==> config.mk <==
export PLATFORM = sky130hd
export DESIGN_NAME = whack_session_ctrl
export DESIGN_NICKNAME = d
export VERILOG_FILES = /design/src/rtl/whack_pkg.sv /design/src/rtl/whack_tick_div.sv /design/src/rtl/whack_session_ctrl.sv
export SDC_FILE = /design/constraint.sdc
export NUM_CORES = 1
export LEC_CHECK = 0
export BUFFER_PORTS_ARGS = -buffer_cell sky130_fd_sc_hd__buf_2
export CAP_MARGIN = 20
export CORE_MARGIN = 10
export CORE_UTILIZATION = 50
export CTS_BUF_LIST = sky130_fd_sc_hd__clkbuf_8
export CTS_CLUSTER_SIZE = 24
export DETAILED_ROUTE_END_ITERATION = 10
export GPL_TIMING_DRIVEN = 1
export HOLD_SLACK_MARGIN = 0.02
export PLACE_DENSITY = 0.76
export SETUP_SLACK_MARGIN = 0.4
export SLEW_MARGIN = 40
export SYNTH_ARGS = -nofsm -noshare
export SYNTH_HDL_FRONTEND = slang
export SYNTH_SLANG_ARGS = --single-unit
==> constraint.sdc <==
create_clock -name clk -period 3.6 [get_ports clk]
set_input_delay 0 -clock clk [delete_from_list [all_inputs] [get_ports clk]]
set_output_delay 0 -clock clk [all_outputs]
set_load 0.1 [all_outputs]
==> src/rtl/whack_pkg.sv <==
// Shared types and sizing helpers for the whack-a-mole session controller and game core.
package whack_pkg;

  typedef enum logic [2:0] {
    ST_IDLE    = 3'd0,
    ST_ARM     = 3'd1,
    ST_COUNTIN = 3'd2,
    ST_PLAY    = 3'd3,
    ST_PAUSE   = 3'd4,
    ST_OVER    = 3'd5
  } state_e;

  localparam int SCORE_W_DEF  = 8;
  localparam int TICK_DIV_DEF = 1000;
  localparam int DIV_W_DEF    = $clog2(TICK_DIV_DEF);

  // Counter width for a modulo-n count; never narrower than one bit.
  function automatic int cnt_w(input int n);
    return (n > 1) ? $clog2(n) : 1;
  endfunction

endpackage

==> src/rtl/whack_tick_div.sv <==
// Clearable modulo-TICK_DIV counter; tick is a one-cycle pulse on the last count.
// Latency: first tick TICK_DIV cycles after clr drops with en high. No backpressure.
module whack_tick_div
  import whack_pkg::*;
#(
  parameter int TICK_DIV = TICK_DIV_DEF
) (
  input  logic clk,
  input  logic rst,
  input  logic clr,
  input  logic en,
  output logic tick
);

  localparam int W = cnt_w(TICK_DIV);
  localparam logic [W-1:0] LAST = W'(TICK_DIV - 1);

  logic [W-1:0] cnt;

  assign tick = en & (cnt == LAST);

  always_ff @(posedge clk or posedge rst) begin
    if (rst) begin
      cnt <= '0;
    end else if (clr) begin
      cnt <= '0;
    end else if (en) begin
      cnt <= tick ? '0 : cnt + 1'b1;
    end
  end

endmodule

==> src/rtl/whack_session_ctrl.sv <==
// Game session sequencer: start, arm, 3-2-1 count-in, pause, game-over, high score (WHACK_HISCORE_EN).
// Latency: play_en rises 1 + ARM_CYCLES + COUNTIN_TICKS*TICK_DIV cycles after a start press.
// Backpressure: none; button edges outside their accepting states are dropped.
module whack_session_ctrl
  import whack_pkg::*;
#(
  parameter int TICK_DIV      = 1000,
  parameter int COUNTIN_TICKS = 3,
  parameter int ARM_CYCLES    = 2,
  parameter int SCORE_W       = SCORE_W_DEF
) (
  input  logic               clk,
  input  logic               rst,
  input  logic               start_btn,
  input  logic               pause_btn,
  input  logic               game_end,
  input  logic [SCORE_W-1:0] score,
  output logic               core_rst_n,
  output logic               play_en,
  output logic [1:0]         countin_digit,
  output logic [2:0]         state_o,
  output logic [SCORE_W-1:0] high_score,
  output logic               new_high
);

  localparam int ARM_W = cnt_w(ARM_CYCLES);
  localparam logic [ARM_W-1:0] ARM_LAST = ARM_W'(ARM_CYCLES - 1);

  state_e           state;
  logic [ARM_W-1:0] arm_cnt;
  logic             start_q;
  logic             pause_q;
  logic             tick;

  // Edge registers reset high so a button held through reset never fires.
  wire start_rise = start_btn & ~start_q;
  wire pause_rise = pause_btn & ~pause_q;

  whack_tick_div #(
    .TICK_DIV(TICK_DIV)
  ) u_tick_div (
    .clk (clk),
    .rst (rst),
    .clr (state != ST_COUNTIN),
    .en  (state == ST_COUNTIN),
    .tick(tick)
  );

  assign state_o = state;

  always_ff @(posedge clk or posedge rst) begin
    if (rst) begin
      state         <= ST_IDLE;
      core_rst_n    <= 1'b0;
      play_en       <= 1'b0;
      countin_digit <= 2'd0;
      arm_cnt       <= '0;
      start_q       <= 1'b1;
      pause_q       <= 1'b1;
    end else begin
      start_q <= start_btn;
      pause_q <= pause_btn;
      case (state)
        ST_IDLE: begin
          if (start_rise) state <= ST_ARM;
        end
        ST_ARM: begin
          if (arm_cnt == ARM_LAST) begin
            state         <= ST_COUNTIN;
            core_rst_n    <= 1'b1;
            countin_digit <= 2'(COUNTIN_TICKS);
            arm_cnt       <= '0;
          end else begin
            arm_cnt <= arm_cnt + 1'b1;
          end
        end
        ST_COUNTIN: begin
          if (tick) begin
            if (countin_digit > 2'd1) begin
              countin_digit <= countin_digit - 2'd1;
            end else begin
              state         <= ST_PLAY;
              countin_digit <= 2'd0;
              play_en       <= 1'b1;
            end
          end
        end
        ST_PLAY: begin
          if (game_end) begin
            state   <= ST_OVER;
            play_en <= 1'b0;
          end else if (pause_rise) begin
            state   <= ST_PAUSE;
            play_en <= 1'b0;
          end
        end
        ST_PAUSE: begin
          if (start_rise) begin
            state      <= ST_ARM;
            core_rst_n <= 1'b0;
            arm_cnt    <= '0;
          end else if (pause_rise) begin
            state   <= ST_PLAY;
            play_en <= 1'b1;
          end
        end
        ST_OVER: begin
          if (start_rise) begin
            state      <= ST_ARM;
            core_rst_n <= 1'b0;
            arm_cnt    <= '0;
          end
        end
        default: begin
          state         <= ST_IDLE;
          core_rst_n    <= 1'b0;
          play_en       <= 1'b0;
          countin_digit <= 2'd0;
          arm_cnt       <= '0;
        end
      endcase
    end
  end

`ifdef WHACK_HISCORE_EN
  logic [SCORE_W-1:0] high_q;
  logic               new_q;

  // Captured on the PLAY->OVER edge so new_high lands on the first OVER cycle.
  always_ff @(posedge clk or posedge rst) begin
    if (rst) begin
      high_q <= '0;
      new_q  <= 1'b0;
    end else begin
      new_q <= 1'b0;
      if (state == ST_PLAY && game_end && score > high_q) begin
        high_q <= score;
        new_q  <= 1'b1;
      end
    end
  end

  assign high_score = high_q;
  assign new_high   = new_q;
`else
  logic unused_score;
  assign unused_score = ^score;
  assign high_score   = '0;
  assign new_high     = 1'b0;
`endif

endmodule

-- Yosys cells after proc, flatten, opt, wreduce, memory -nomap -nowiden
Cells that the tools add are included.
- flip-flop bits (word level): 20
- input port bits: 13
- output and inout bits: 16
- $add $sub $neg: 3
- magnitude comparators: 1
- equality and inequality tests: 16
- multiplexer cells: 28
- bitwise gates (word level): 8
- reduce and logical (&&, ||, !) cells: 12
- operator list (cell ; count):
    $mux W10 ; 3
    $mux W3 ; 8
    $pmux W3 S5 ; 1
    $reduce_and A6 Y1 ; 2
    $add A10 B1 Y10 const B ; 1
    $eq A10 B10 Y1 const B ; 1
    $ne A2 B2 Y1 const B ; 5
    $mux W1 ; 9
    $eq A3 B2 Y1 const B ; 2
    $eq A3 B3 Y1 const B ; 2
    $mux W2 ; 3
    $ne A3 B3 Y1 const B ; 2
    $pmux W1 S3 ; 2
    $pmux W2 S3 ; 1
    $reduce_and A3 Y1 ; 2
    $reduce_or A3 Y1 ; 2
    $not A1 Y1 ; 5
    $ne A2 B1 Y1 const B ; 2
    $pmux W1 S4 ; 1
    $reduce_or A2 Y1 ; 2
    $reduce_or A4 Y1 ; 1
    $and A1 B1 Y1 ; 3
    $eq A3 B1 Y1 const B ; 1
    $logic_not A3 Y1 ; 1
    6 further kinds ; 6

-- Longest topological paths before layout
- depth after elaboration: 5
- mapped depth: 5

-- By module
From an unflattened synthesis, not the netlist that was laid out.
- cell total of the unflattened synthesis: 142
- area, all modules: 1273.7 um2
- modules (own cells, without submodules) (module ; times used ; cells an instance ; area each (um2) ; sequential area each (um2)):
    whack_session_ctrl ; 1 ; 86 ; 725.7 ; 252.7
    whack_tick_div ; 1 ; 56 ; 548.0 ; 250.2

-- Worst setup path before layout
Ideal clock, no wire load.
- kind: register to register
- from: reg state[0] (netlist: state_o[0])
- to: reg state[1] (netlist: state_o[1])
- setup time: 131 ps
- arrival: 2006 ps
- required time: 3469 ps
- path slack: 1463 ps
- cell stages (with the launch flop): 6
- clock period less this slack: 2137 ps
- cells stage by stage: dfrtp_1 buf_2 or3b_4 a41oi_2 or2_1 or3_1
- word-level cells in the longest chain between the ends: 4
- elaborated cells on any way between the ends: 16
- those cells by class: eq/ne: 11; mux: 1; bitwise: 1; reduce/logical: 3
- RTL lines (element ; line ; text):
    start, declared ; whack_session_ctrl.sv:29 ; state_e state;
    start signal, assigned ; whack_session_ctrl.sv:53 ; state <= ST_IDLE;
    start signal, assigned ; whack_session_ctrl.sv:65 ; if (start_rise) state <= ST_ARM;
    start signal, assigned ; whack_session_ctrl.sv:69 ; state <= ST_COUNTIN;
    $eq A3 B3 Y1 (tied with other cells) ; whack_session_ctrl.sv:63 ; case (state)
    $reduce_or A2 Y1 (no source line) or $and A1 B1 Y1 (tied branches) ; - ;
    $ne A2 B1 Y1 (no source line) or $ne A2 B2 Y1 (tied branches) ; - ;
    $reduce_and A6 Y1 (no source line) ; - ;
Several ways; a longest one is shown, not always the timed one.
A chain may end at the register's enable or synchronous reset.

-- Worst setup path after layout
- from: reg u_tick_div.cnt[0]
- to: reg state[1] (netlist: state_o[1])
- word-level cells in the longest chain between the ends: 4
- RTL lines (element ; line ; text):
    start, declared ; whack_tick_div.sv:18 ; logic [W-1:0] cnt;
    start signal, assigned ; whack_tick_div.sv:28 ; cnt <= tick ? '0 : cnt + 1'b1;
    $eq A10 B10 Y1 ; whack_tick_div.sv:20 ; assign tick = en & (cnt == LAST);
    $and A1 B1 Y1 ; whack_tick_div.sv:20 ;
    $ne A2 B2 Y1 (no source line) ; - ;
    $reduce_and A6 Y1 (no source line) ; - ;
No other way between the ends.

==> impl_metrics.ini <==
[yosys]
netlist_area_um2 = 1130
synth_top_area_cell = dfrtp_1
yosys-top-cells-count = 18 x dfrtp_1, 14 x nor2_1, 9 x buf_4
synth_top_cells_by_area = dfrtp_1 40%, buf_4 6.0%, dfstp_2 4.7%
yosysWarnings = 0
async_flop_share_pct = 100
synth-seq-cells = 20
synth_edf_count = 0
ys_seq_area_share_pct = 44.7
synth_cells = 120
synth_most_common_cell = dfrtp_1
synth_cell_type_count = 40
syn_avg_cell_area_um2 = 9.38
synth-main-ff-cell = dfrtp_1
netlist.area_leader.share_pct = 40.0

[clock_network]
cts_buffers = 3
cts_buffer_depth = 2
cts_root_buf = clkbuf_8
insertion_delay_ps = 260
cts_resized = 0
tritoncts = done
cts.sinks = 20
htreeDepth = 1
cts.clk_slew.worst_paths_ps = 80

[power]
peakVddDrop_v = 0.000623
power.total_mw = 1.15
powerDensity_nw_per_um2 = 917
p_leak_nw = 0.552

[setup_path]
cp.arrival_ps = 1910
rr_startpoint = u_tick_div.cnt[0]
cp.buffers_inverters = 0
end_kind = flip-flop
cp-start-kind = flip-flop
cp.required_ps = 3740
critical-path-top-delay-family = simple AND/OR/NAND/NOR gates
critical-path-max-stage-delay_ps = 380
cp_slowest_cell = dfrtp_1
crit_chain = ha_1 > and3_1 > a41oi_2 > or2_1 > or3_1
crit_type = flip-flop to flip-flop
worstPathMaxFanout = 4
crit_path_start = u_tick_div.cnt[0]

[final_layout]
drive_gt1_share_pct = 15.7
area_growth_pct = 11.1
nFillCells = 205
finalNetCount = 149
design_area_um2 = 1250
diodes = 0
seq_area_um2 = 503
multi_input_area_um2 = 547
final_util_pct = 57.7

[global_route]
grt_usage_pct = 9.97
grt_pass1_wl_um = 3570
grt_pass1_vias = 859
grt_max_degree = 21
antenna_found_initial = 0
overflow = 0

[sta]
rsz0062_at_grt = no
final.min_clock_period_ps = 1770
slew_violations = 0
finalHoldViolCount = 0
setup_violations = 0
fin_crit_sh_pct = 49.1
maxSlewHeadroom_pct = 52.0
clock.fmax_mhz = 566
fin_tns_setup_ps = 0
skew_ps = 5.81
worst_pin_slew_ps = 716

[placement]
gp_congestion = 0.768
dp.final_hpwl_um = 1670
port-buffer-count = 11
dpl-instance-area_um2 = 1170

[drt]
wl_um = 2210
viasPerCell = 5.30
drt_drc_violations_left = 0
wl_per_cell_um = 13.6
drt-pass1-iter-count = 4
vias = 858
drt_iter0_markers = 53
postRouteAntennaNets = 0

[outcome]
status = completed

[floorplanning]
start_util_pct = 51.9
die_y_um = 67.5
dieArea_um2 = 4550
die_w_um = 67.5
rows = 17
core-area_um2 = 2170
io_pins = 29

[job]
maxCapViolations = 0

[worst_hold_path]
hp-class = primary input to flip-flop
hold_start = game_end
-- cell usage in the layout, fill, tap and decap left out, types with 2 or more instances in the layout --
cell type / Yosys / final
dfrtp_1: 18 / 18
dfstp_2: 2 / 2
a21oi_1: 6 / 6
xnor2_1: 6 / 6
nand3_1: 6 / 6
xor2_1: 2 / 2
nor2_1: 14 / 14
nor3_1: 3 / 3
and3_1: 3 / 3
and2_1: 2 / 2
o21ai_0: 4 / 4
conb_1: 1 / 9
or3_1: 3 / 3
nand2_1: 5 / 5
buf_2: 1 / 11
inv_1: 7 / 6
clkbuf_8: 0 / 4
nand2b_1: 3 / 3
dlygate4sd3_1: 0 / 3
a31oi_1: 3 / 3
-- metal layers --
| layer | wire (µm) | track usage, % | vias up |
|---|---|---|---|
| li1 | - | - | 427 |
| met1 | 957 | 11.3 | 419 |
| met2 | 1190 | 16.9 | 10 |
| met3 | 58 | 2.48 | 2 |
| met4 | 5 | 5.13 | 0 |
| met5 | 0 | 0 | - |
-- cell type report --
cell class / count / area share, %
Multi-Input combinational cell: 89 / 43.7
Sequential cell: 20 / 40.2
Timing Repair Buffer: 14 / 6.80
Clock buffer: 4 / 4.40
Tap cell: 28 / 2.80
Inverter: 7 / 2.10
-- sequential cells by signal, summed over array words and instances (netlist names) --
signal	count
u_tick_div.cnt	10
state_o	3
countin_digit	2
arm_cnt	1
core_rst_n	1
pause_q	1
play_en	1
start_q	1
-- worst reg2reg max path: cells and delay by family (launching register included) --
family                   cells  cell delay, ps
AO/OA/AOI/OAI                1             160
flip-flops                   1             380
AND/OR/NAND/NOR              3             870
adder cells (fa/ha/maj)      1             240
-- kinds of logic after synthesis --
family,Yosys count,synth area share [%]
AOI/OAI and AO/OA,24,15.3
and+or+nand+nor,47,22.9
other,1,0.333
buffers and inverters,19,9.44
xor gates and xnor gates,8,6.22
adders and majority gates,1,1.11
DFF,20,44.7
-- report_power, final --
part	internal [mW]	leakage, nW	switching [mW]
registers	0.279	0.259	0.0781
clock network	0.0973	0.0288	0.0734
logic	0.146	0.264	0.472
-- worst paths after layout --
path                                endpoint  slack [ps]  depth (start not counted)
max                               state_o[1]        1830                          5
min                               state_o[2]          90                          3
max reg2reg                       state_o[1]        1830                          5
min reg2reg                u_tick_div.cnt[0]         480                          1
max in group asynchronous            pause_q        2930                          3
min in group asynchronous         state_o[1]         310                          3
-- stage by stage --
step	worst slack (ps)	hold WS (ps)	std cells
6_report	1830	91.7	162
5_1_grt	1670	118	162
4_1_cts	1820	82.1	162
3_5_place_dp	1840	126	155
3_3_place_gp	1880	122	155
2_1_floorplan	1460	-37.7	128
-- what timing repair did --
action	4_1_cts	5_1_grt
endpoints found under the setup margin	0	0
hold endpoints to repair	20	0
setup buffers	0	0
hold buffers	3	0
(Power assumes the default switching activity.)
